$ cat src/rtl/maze_query_arbiter_if.sv
// Bundle between the maze query arbiter and its environment: the four
// requesters (pacman + three monsters) and the shared maze-lookup unit.
//   req       : per-requester request, bit0 pacman, bits1..3 monsters 0..2
//   req_x/y   : packed 9-bit query coordinates, requester i at [9i+8:9i]
//   lk_valid  : one-cycle strobe to the lookup unit
//   lk_x/y    : coordinate presented to the lookup unit
//   lk_flags  : lookup result {L,U,R,D}, 1 = free
//   rsp_valid : one-hot completion pulse per requester
//   rsp_flags : registered lookup result
//   busy      : arbiter not idle
//   grant_id  : index of the requester being served
// modport slave is the arbiter side; master is the environment side.
interface maze_query_arbiter_if;
    logic [3:0]  req;
    logic [35:0] req_x;
    logic [35:0] req_y;
    logic        lk_valid;
    logic [8:0]  lk_x;
    logic [8:0]  lk_y;
    logic [3:0]  lk_flags;
    logic [3:0]  rsp_valid;
    logic [3:0]  rsp_flags;
    logic        busy;
    logic [1:0]  grant_id;

    modport master (
        output req, req_x, req_y, lk_flags,
        input  lk_valid, lk_x, lk_y, rsp_valid, rsp_flags, busy, grant_id
    );

    modport slave (
        input  req, req_x, req_y, lk_flags,
        output lk_valid, lk_x, lk_y, rsp_valid, rsp_flags, busy, grant_id
    );
endinterface

$ cat src/rtl/maze_query_arbiter.sv
// Round-robin arbiter sharing one maze-lookup unit among four requesters.
// A grant runs IDLE -> ISSUE (1 cycle, lk_valid) -> WAIT (LOOKUP_LAT
// cycles) -> RESP (1 cycle, one-hot rsp_valid), so one grant occupies
// LOOKUP_LAT+3 cycles and coordinates are captured once at the grant.
//
// Ports:
//   clk_50mhz : sole clock, rising edge
//   rst_n     : synchronous active-low reset
//   bus       : maze_query_arbiter_if.slave (request, lookup, response)
// Parameters:
//   LOOKUP_LAT: cycles from lk_valid to valid lk_flags, legal 1..7
// Build option:
//   MAZE_ARB_PAC_PRIORITY_EN : when defined, pacman (req[0]) always wins
//   when set; the monsters round-robin among themselves otherwise.
module maze_query_arbiter #(
    parameter int LOOKUP_LAT = 2
) (
    input  logic                 clk_50mhz,
    input  logic                 rst_n,
    maze_query_arbiter_if.slave  bus
);
    localparam int NUM_REQ = 4;
    localparam int COORD_W = 9;

    typedef enum logic [1:0] {IDLE, ISSUE, WAIT, RESP} state_t;

    state_t                            state, state_nxt;
    logic [2:0]                        wait_cnt;
    logic [1:0]                        last_grant;
    logic [1:0]                        grant_id;
    logic [COORD_W-1:0]                lk_x, lk_y;
    logic [3:0]                        rsp_flags;
    logic [NUM_REQ-1:0]                rsp_valid;
    logic [NUM_REQ-1:0][COORD_W-1:0]   req_x_v, req_y_v;
    logic [NUM_REQ-1:0]                cand;
    logic                              win_vld;
    logic [1:0]                        win_id;
    logic [1:0]                        idx;

    assign req_x_v = bus.req_x;
    assign req_y_v = bus.req_y;

    // Candidate set for arbitration. With pacman priority the round-robin
    // pointer still advances on every grant, so monsters keep fair order
    // among themselves whenever pacman is quiet.
    always_comb begin
`ifdef MAZE_ARB_PAC_PRIORITY_EN
        cand = bus.req[0] ? 4'b0001 : (bus.req & 4'b1110);
`else
        cand = bus.req;
`endif
    end

    // Search from last_grant+1 upward with 2-bit wraparound; k=4 lands back
    // on last_grant so a lone repeat requester still gets served.
    always_comb begin
        win_vld = 1'b0;
        win_id  = last_grant;
        idx     = last_grant;
        for (int k = 1; k <= NUM_REQ; k++) begin
            idx = last_grant + 2'(k);
            if (!win_vld && cand[idx]) begin
                win_vld = 1'b1;
                win_id  = idx;
            end
        end
    end

    always_comb begin
        state_nxt = state;
        unique case (state)
            IDLE:    if (win_vld) state_nxt = ISSUE;
            ISSUE:   state_nxt = WAIT;
            WAIT:    if (wait_cnt == 3'd0) state_nxt = RESP;
            RESP:    state_nxt = IDLE;
            default: state_nxt = IDLE;
        endcase
    end

    always_ff @(posedge clk_50mhz) begin
        if (!rst_n) state <= IDLE;
        else        state <= state_nxt;
    end

    // Datapath. lk_x/lk_y/grant_id are written only on the IDLE->ISSUE edge,
    // which keeps them stable through RESP regardless of requester activity.
    always_ff @(posedge clk_50mhz) begin
        if (!rst_n) begin
            lk_x       <= '0;
            lk_y       <= '0;
            grant_id   <= 2'd0;
            last_grant <= 2'd3;   // requester 0 wins first after reset
            wait_cnt   <= 3'd0;
            rsp_flags  <= 4'd0;
        end else begin
            unique case (state)
                IDLE: if (win_vld) begin
                    lk_x     <= req_x_v[win_id];
                    lk_y     <= req_y_v[win_id];
                    grant_id <= win_id;
                end
                ISSUE: wait_cnt <= 3'(LOOKUP_LAT - 1);
                WAIT: begin
                    // counter hits zero in the last WAIT cycle, exactly when
                    // the lookup unit presents its result
                    if (wait_cnt == 3'd0) rsp_flags <= bus.lk_flags;
                    else                  wait_cnt  <= wait_cnt - 3'd1;
                end
                RESP: last_grant <= grant_id;
                default: ;
            endcase
        end
    end

    always_comb begin
        rsp_valid = '0;
        for (int g = 0; g < NUM_REQ; g++)
            rsp_valid[g] = (state == RESP) && (grant_id == 2'(g));
    end

    assign bus.lk_valid  = (state == ISSUE);
    assign bus.busy      = (state != IDLE);
    assign bus.lk_x      = lk_x;
    assign bus.lk_y      = lk_y;
    assign bus.grant_id  = grant_id;
    assign bus.rsp_flags = rsp_flags;
    assign bus.rsp_valid = rsp_valid;
endmodule

$ cat src/flat_wrapper.sv
// flat-port wrapper written by rule: the top's interface ports become plain ports
module maze_query_arbiter_flat 
#(
    parameter int LOOKUP_LAT = 2
)
  (clk_50mhz, rst_n, bus_req, bus_req_x, bus_req_y, bus_lk_flags, bus_lk_valid, bus_lk_x, bus_lk_y, bus_rsp_valid, bus_rsp_flags, bus_busy, bus_grant_id);
  maze_query_arbiter_if bus_i ();
  input  logic clk_50mhz;
  input  logic rst_n;
  input wire logic [$bits(bus_i.req)-1:0] bus_req;
  input wire logic [$bits(bus_i.req_x)-1:0] bus_req_x;
  input wire logic [$bits(bus_i.req_y)-1:0] bus_req_y;
  input wire logic [$bits(bus_i.lk_flags)-1:0] bus_lk_flags;
  output wire logic [$bits(bus_i.lk_valid)-1:0] bus_lk_valid;
  output wire logic [$bits(bus_i.lk_x)-1:0] bus_lk_x;
  output wire logic [$bits(bus_i.lk_y)-1:0] bus_lk_y;
  output wire logic [$bits(bus_i.rsp_valid)-1:0] bus_rsp_valid;
  output wire logic [$bits(bus_i.rsp_flags)-1:0] bus_rsp_flags;
  output wire logic [$bits(bus_i.busy)-1:0] bus_busy;
  output wire logic [$bits(bus_i.grant_id)-1:0] bus_grant_id;
  assign bus_i.req = bus_req;
  assign bus_i.req_x = bus_req_x;
  assign bus_i.req_y = bus_req_y;
  assign bus_i.lk_flags = bus_lk_flags;
  assign bus_lk_valid = bus_i.lk_valid;
  assign bus_lk_x = bus_i.lk_x;
  assign bus_lk_y = bus_i.lk_y;
  assign bus_rsp_valid = bus_i.rsp_valid;
  assign bus_rsp_flags = bus_i.rsp_flags;
  assign bus_busy = bus_i.busy;
  assign bus_grant_id = bus_i.grant_id;
  maze_query_arbiter #(.LOOKUP_LAT(LOOKUP_LAT)) u_core (.clk_50mhz(clk_50mhz), .rst_n(rst_n), .bus(bus_i));
endmodule
$ cat config.mk
export PLATFORM = sky130hd
export DESIGN_NAME = maze_query_arbiter_flat
export DESIGN_NICKNAME = d
export VERILOG_FILES = /design/src/rtl/maze_query_arbiter_if.sv /design/src/rtl/maze_query_arbiter.sv /design/src/flat_wrapper.sv
export SDC_FILE = /design/constraint.sdc
export NUM_CORES = 1
export LEC_CHECK = 0
export ABC_AREA = 1
export BUFFER_PORTS_ARGS = -buffer_cell sky130_fd_sc_hd__buf_4
export CAP_MARGIN = 10
export CORE_UTILIZATION = 43
export CTS_CLUSTER_DIAMETER = 200
export CTS_CLUSTER_SIZE = 14
export DETAILED_ROUTE_END_ITERATION = 6
export GPL_TIMING_DRIVEN = 0
export PLACE_DENSITY = 0.8
export SYNTH_ARGS = -nofsm -noshare
export SYNTH_HDL_FRONTEND = slang
export SYNTH_SLANG_ARGS = --single-unit
$ cat constraint.sdc
create_clock -name clk_50mhz -period 1.8 [get_ports clk_50mhz]
set_input_delay 0.09 -clock clk_50mhz [delete_from_list [all_inputs] [get_ports clk_50mhz]]
set_output_delay 0.09 -clock clk_50mhz [all_outputs]
set_load 0.05 [all_outputs]
Word level (Yosys, flattened, before mapping)
Cells that the tools add are included.
Storage, ports and cells
  register bits after elaboration: 31
  bits of input ports: 82
  output and inout bits: 30
  logic and storage cells: 69
Cells by class
  add/sub/neg operators: 4
  $lt $le $gt $ge: 5
  equality and inequality tests: 9
  multiplexer cells: 25
  reductions and logical operators: 19
Operators with widths (count)
  $bmux W9 S2: 2
  $mux W9: 2
  $lt A2 B3 Y1 const B: 5
  $mux W2: 6
  $bmux W1 S2: 4
  $eq A2 B2 Y1 const B: 4
  $mux W1: 8
  $pmux W2 S4: 1
  $reduce_and A2 Y1: 4
  $logic_and A1 B1 Y1: 7
  $pmux W3 S2: 1
  $add A2 B2 Y2 const B: 2
  $eq A2 B1 Y1 const B: 2
  $logic_not A2 Y1: 2
  $ne A2 B1 Y1 const B: 2
  $reduce_bool A2 Y1: 2
  $logic_not A1 Y1: 3
  $logic_not A3 Y1: 1
  $mux W3: 1
  $sub A3 B1 Y3 const B: 1
  $add A2 B1 Y2 const B: 1
  $ne A2 B2 Y1 const B: 1

Longest topological paths before layout
  depth in word-level cells: 15
  gate-level depth with buffers: 17
  gate-level depth less buffers: 15

Least setup slack after synthesis
Ideal clock, no wire load.
  path kind: register -> output
  from: register u_core.grant_id[1], in the netlist u_core.bus.grant_id[1]
  to: output port bus_rsp_valid[2]
  arrival: 1.894 ns
  data required time: 1.710 ns
  path slack: -0.184 ns
  cell stages (with the launch flop): 3
  buffers on the path: 0
  cells stage by stage: dfxtp_1 inv_1 nor3_1
On the way
  word-level cells in the longest chain between the ends: 2
RTL lines
  start, declared: RTL line maze_query_arbiter.sv:30  | logic [1:0] grant_id;
  start signal, assigned: RTL line maze_query_arbiter.sv:100  | grant_id <= win_id;
  $eq A2 B2 Y1: RTL line maze_query_arbiter.sv:118  | rsp_valid[g] = (state == RESP) && (grant_id == 2'(g));
  $logic_and A1 B1 Y1: RTL line maze_query_arbiter.sv:118
  end, declared: RTL line flat_wrapper.sv:17  | output wire logic [$bits(bus_i.rsp_valid)-1:0] bus_rsp_valid;
No other way between the ends.

Worst setup path in the final report
  from: register u_core.last_grant[0]
  to: register u_core.lk_y[1], in the netlist u_core.bus.lk_y[1]
On the way
  word-level cells in the longest chain between the ends: 15
  elaborated cells on any way between the ends: 28
  classes of those cells: add/sub: 3; mux: 18; reduce/logical: 7
RTL lines
  start, declared: RTL line maze_query_arbiter.sv:29  | logic [1:0] last_grant;
  start signal, assigned: RTL line maze_query_arbiter.sv:109  | RESP: last_grant <= grant_id;
  $add A2 B1 Y2: RTL line maze_query_arbiter.sv:61  | idx = last_grant + 2'(k);
  $bmux W1 S2: RTL line maze_query_arbiter.sv:62  | if (!win_vld && cand[idx]) begin
  $mux W1 (implied by the code): RTL line maze_query_arbiter.sv:62
  $mux W1: RTL line maze_query_arbiter.sv:62
  $logic_not A1 Y1: RTL line maze_query_arbiter.sv:62
  $logic_and A1 B1 Y1: RTL line maze_query_arbiter.sv:62
  $mux W1: RTL line maze_query_arbiter.sv:62
  $logic_not A1 Y1: RTL line maze_query_arbiter.sv:62
  $logic_and A1 B1 Y1: RTL line maze_query_arbiter.sv:62
  $mux W1: RTL line maze_query_arbiter.sv:62
  $logic_not A1 Y1: RTL line maze_query_arbiter.sv:62
  $logic_and A1 B1 Y1: RTL line maze_query_arbiter.sv:62
  $mux W2: RTL line maze_query_arbiter.sv:62
  $bmux W9 S2: RTL line maze_query_arbiter.sv:99  | lk_y <= req_y_v[win_id];
  $mux W9 (implied by the code): RTL line maze_query_arbiter.sv:99
  end signal, assigned: RTL line maze_query_arbiter.sv:99
  end, declared: RTL line maze_query_arbiter.sv:31  | logic [COORD_W-1:0] lk_x, lk_y;
Several ways; a longest one is shown, not always the timed one. The select of a mux whose other input is x is not followed.
A chain may end at the register's enable or synchronous reset.

==> metrics.yaml <==
clockBufferDepth: 2
synth_seq_area_share_pct: 25.8
final_util_pct: 77.5
cts_hold_buf: 0
n_antenna_cell: 0
synthTopCellsByCount: "nand2_1 (119), nand3_1 (70), inv_1 (35)"
max_freq_mhz: 518
cpPeakStageDelay_ps: 360
grt_pass1_vias: 2737
grt.overflow.total: 0
gp_routability_congestion: 0.893
hpwl_um: 5630
clk_latency_ps: 290
met1_usage_pct: 31.0
rsz0062_at_grt: "yes"
cap_violations: 0
synth_edf_count: 0
die_y_um: 76.8
grt_pass1_wl_um: 12000
die_area_um2: 5900
die_w_um: 76.8
cp.arrival_ps: 2150
path_cells: "buf_6 -> nand2_1 -> nand2_4 -> nand2_4 -> nand2_4 -> or2_0 -> nand3_1 -> nand2_2 -> buf_6 -> clkbuf_16 -> nand3_2 -> nand3_2 -> a21oi_2"
syn_inst: 386
slew_violations: 0
cts-root-buf: "clkbuf_8"
synth_top_area_cell: "dfxtp_1"
hold_class: "in -> reg"
worstSetupStartpointType: "flip-flop"
ioPinCount: 112
cpMaxStageDelayCell: "dfxtp_4"
clkSlewWorstSetupHoldPaths_ps: 80
finalWirelength_um: 8570
synth_top_area_share_pct: 25.8
drive_gt1_share_pct: 45.3
initial_core_util_pct: 45.9
yosys_register_bits: 31
antenna_found_initial: 0
ys_top_cells_by_area: "dfxtp_1 (26%), nand2_1 (19%), nand3_1 (15%)"
outcome: "complete, but fails checks"
vias: 3125
crit_path_max_fanout: 8
wire_per_inst_um: 14.5
yosysMostFrequentCell: "nand2_1"
final_nets: 610
slew_headroom_pct: 59.1
p_per_area_nw_per_um2: 1840
critical_path_class: "reg -> reg"
grt_busiest_layer: "met2"
worstPathRequired_ps: 2020
use_met3_pct: 4.52
worst_pin_slew_ps: 614
clock_skew_ps: 12.1
p_leak_uw: 0.00214
cts_tree: "yes"
worstSetupEndpointType: "flip-flop"
cts_inserted_buffers: 5
r2r_setup_slack_ps: -130
min_period_over_period_pct: 107
grtUsageTotal_pct: 25.0
violations: "negative setup slack"
drcViolationCount: 0
cts.sinks: 31
synth-async-reset-ratio_pct: 0
ys_types: 27
vias_per_cell: 5.27
io_buffers: 111
cpMostUsedCell: "nand2_4"
drt_pass1_iterations: 5
hold_viol_final: 0
grt_start_max_net_pins: 11
finalWorstSetupSlack_ps: -131
syn2layout_area_growth_pct: 68.6
synth_area_um2: 2410
min_delay_path_depth: 3
htreeDepth: 2
coreArea_um2: 5240
rows: 26
met2_usage_pct: 42.9
ir_worst_vdd_mv: 0.867
synth_nets: 474
total_power_uw: 7450
drt_first_iter_violations: 164
preCtsSetupSlack_ps: -142
synth_ff_type: "dfxtp_1"
drtAntennaViolNets: 0
ys_warn_count: 0
setup-violations-final: 19
ff2ff_path_depth: 13
fin_crit_ps: 1930
synth.avg_cell_area_um2: 6.23
[path summary, 6_finish.rpt]
check / from / endpoint
hold / removal: bus_lk_flags[1] / u_core.bus.rsp_flags[1]
hold reg to reg: u_core.bus.rsp_flags[3] / u_core.bus.rsp_flags[3]
setup / recovery: u_core.last_grant[0] / u_core.bus.lk_y[1]
setup reg to reg: u_core.last_grant[0] / u_core.bus.lk_y[1]
[kinds of logic after synthesis]
group / synth area share, %
AO/OA/AOI/OAI: 9.57
XOR/XNOR: 0.364
adder cells (fa/ha/maj): 3.12
buffers and inverters: 13.7
flip-flops: 25.8
AND/OR/NAND/NOR: 47.5
[registers in the layout, summed over array words and instances (netlist names)]
register,cells
u_core.bus.lk_x,9
u_core.last_grant,2
u_core.bus.grant_id,2
u_core.wait_cnt,3
u_core.bus.lk_y,9
u_core.bus.rsp_flags,4
u_core.state,2
[critical path: cells and delay by family, from the launching register on]
| family | cells | cell delay (ps) |
|---|---|---|
| AND/OR/NAND/NOR | 9 | 930 |
| buffers and inverters | 3 | 450 |
| flip-flops | 1 | 360 |
| AO/OA/AOI/OAI | 1 | 130 |
[per-layer routing]
| metal | up-vias | routed length, µm |
|---|---|---|
| li1 | 1521 | - |
| met1 | 1405 | 3500 |
| met2 | 173 | 4210 |
| met3 | 26 | 661 |
| met4 | 0 | 206 |
| met5 | - | 0 |
[where the power goes]
group | internal [µW] | switching, µW | total (µW)
logic | 2230 | 3380 | 5620
clock network | 448 | 278 | 725
registers | 932 | 173 | 1100
total | 3610 | 3830 | 7450
[layout make-up]
| type | instances | area [µm²] |
|---|---|---|
| clock buffer | 6 | 82.6 |
| tap | 70 | 87.6 |
| multi-input combinational | 292 | 1750 |
| inverter | 40 | 163 |
| sequential | 31 | 628 |
| buffer | 23 | 259 |
| clock inverter | 2 | 35.0 |
| fill | 354 | 1180 |
| timing repair buffer | 129 | 1050 |
[timing repair]
action / in CTS / in global routing
pin swaps: 5 / 40
cloned: 1 / 3
buffers inserted: 7 / 7
endpoints found under the setup margin: 18 / 20
resized for setup: 24 / 79
[cell usage in the layout, fill, tap and decap left out, types with 12 or more instances in the layout]
| master | Yosys | layout |
|---|---|---|
| buf_4 | 5 | 123 |
| nand2_1 | 119 | 102 |
| nand3_1 | 70 | 47 |
| inv_1 | 35 | 35 |
| dfxtp_1 | 31 | 29 |
| nand3_2 | 7 | 27 |
| a21oi_1 | 24 | 18 |
| nand2_4 | 1 | 18 |
| nor2_1 | 15 | 15 |
| buf_6 | 9 | 12 |
| nand2_2 | 12 | 12 |
[metrics by stage]
stage               setup TNS (ps)  cell area [µm²]  hold WS (ps)  std cells
floorplan                        0             2410           283        386
global placement             -1240             3330           374        567
detailed placement           -1850             3330           385        567
CTS                          -42.8             3610          89.5        583
global route                 -3590             4060           110        593
finish                       -1940             4060          90.6        593
(Power assumes the default switching activity.)
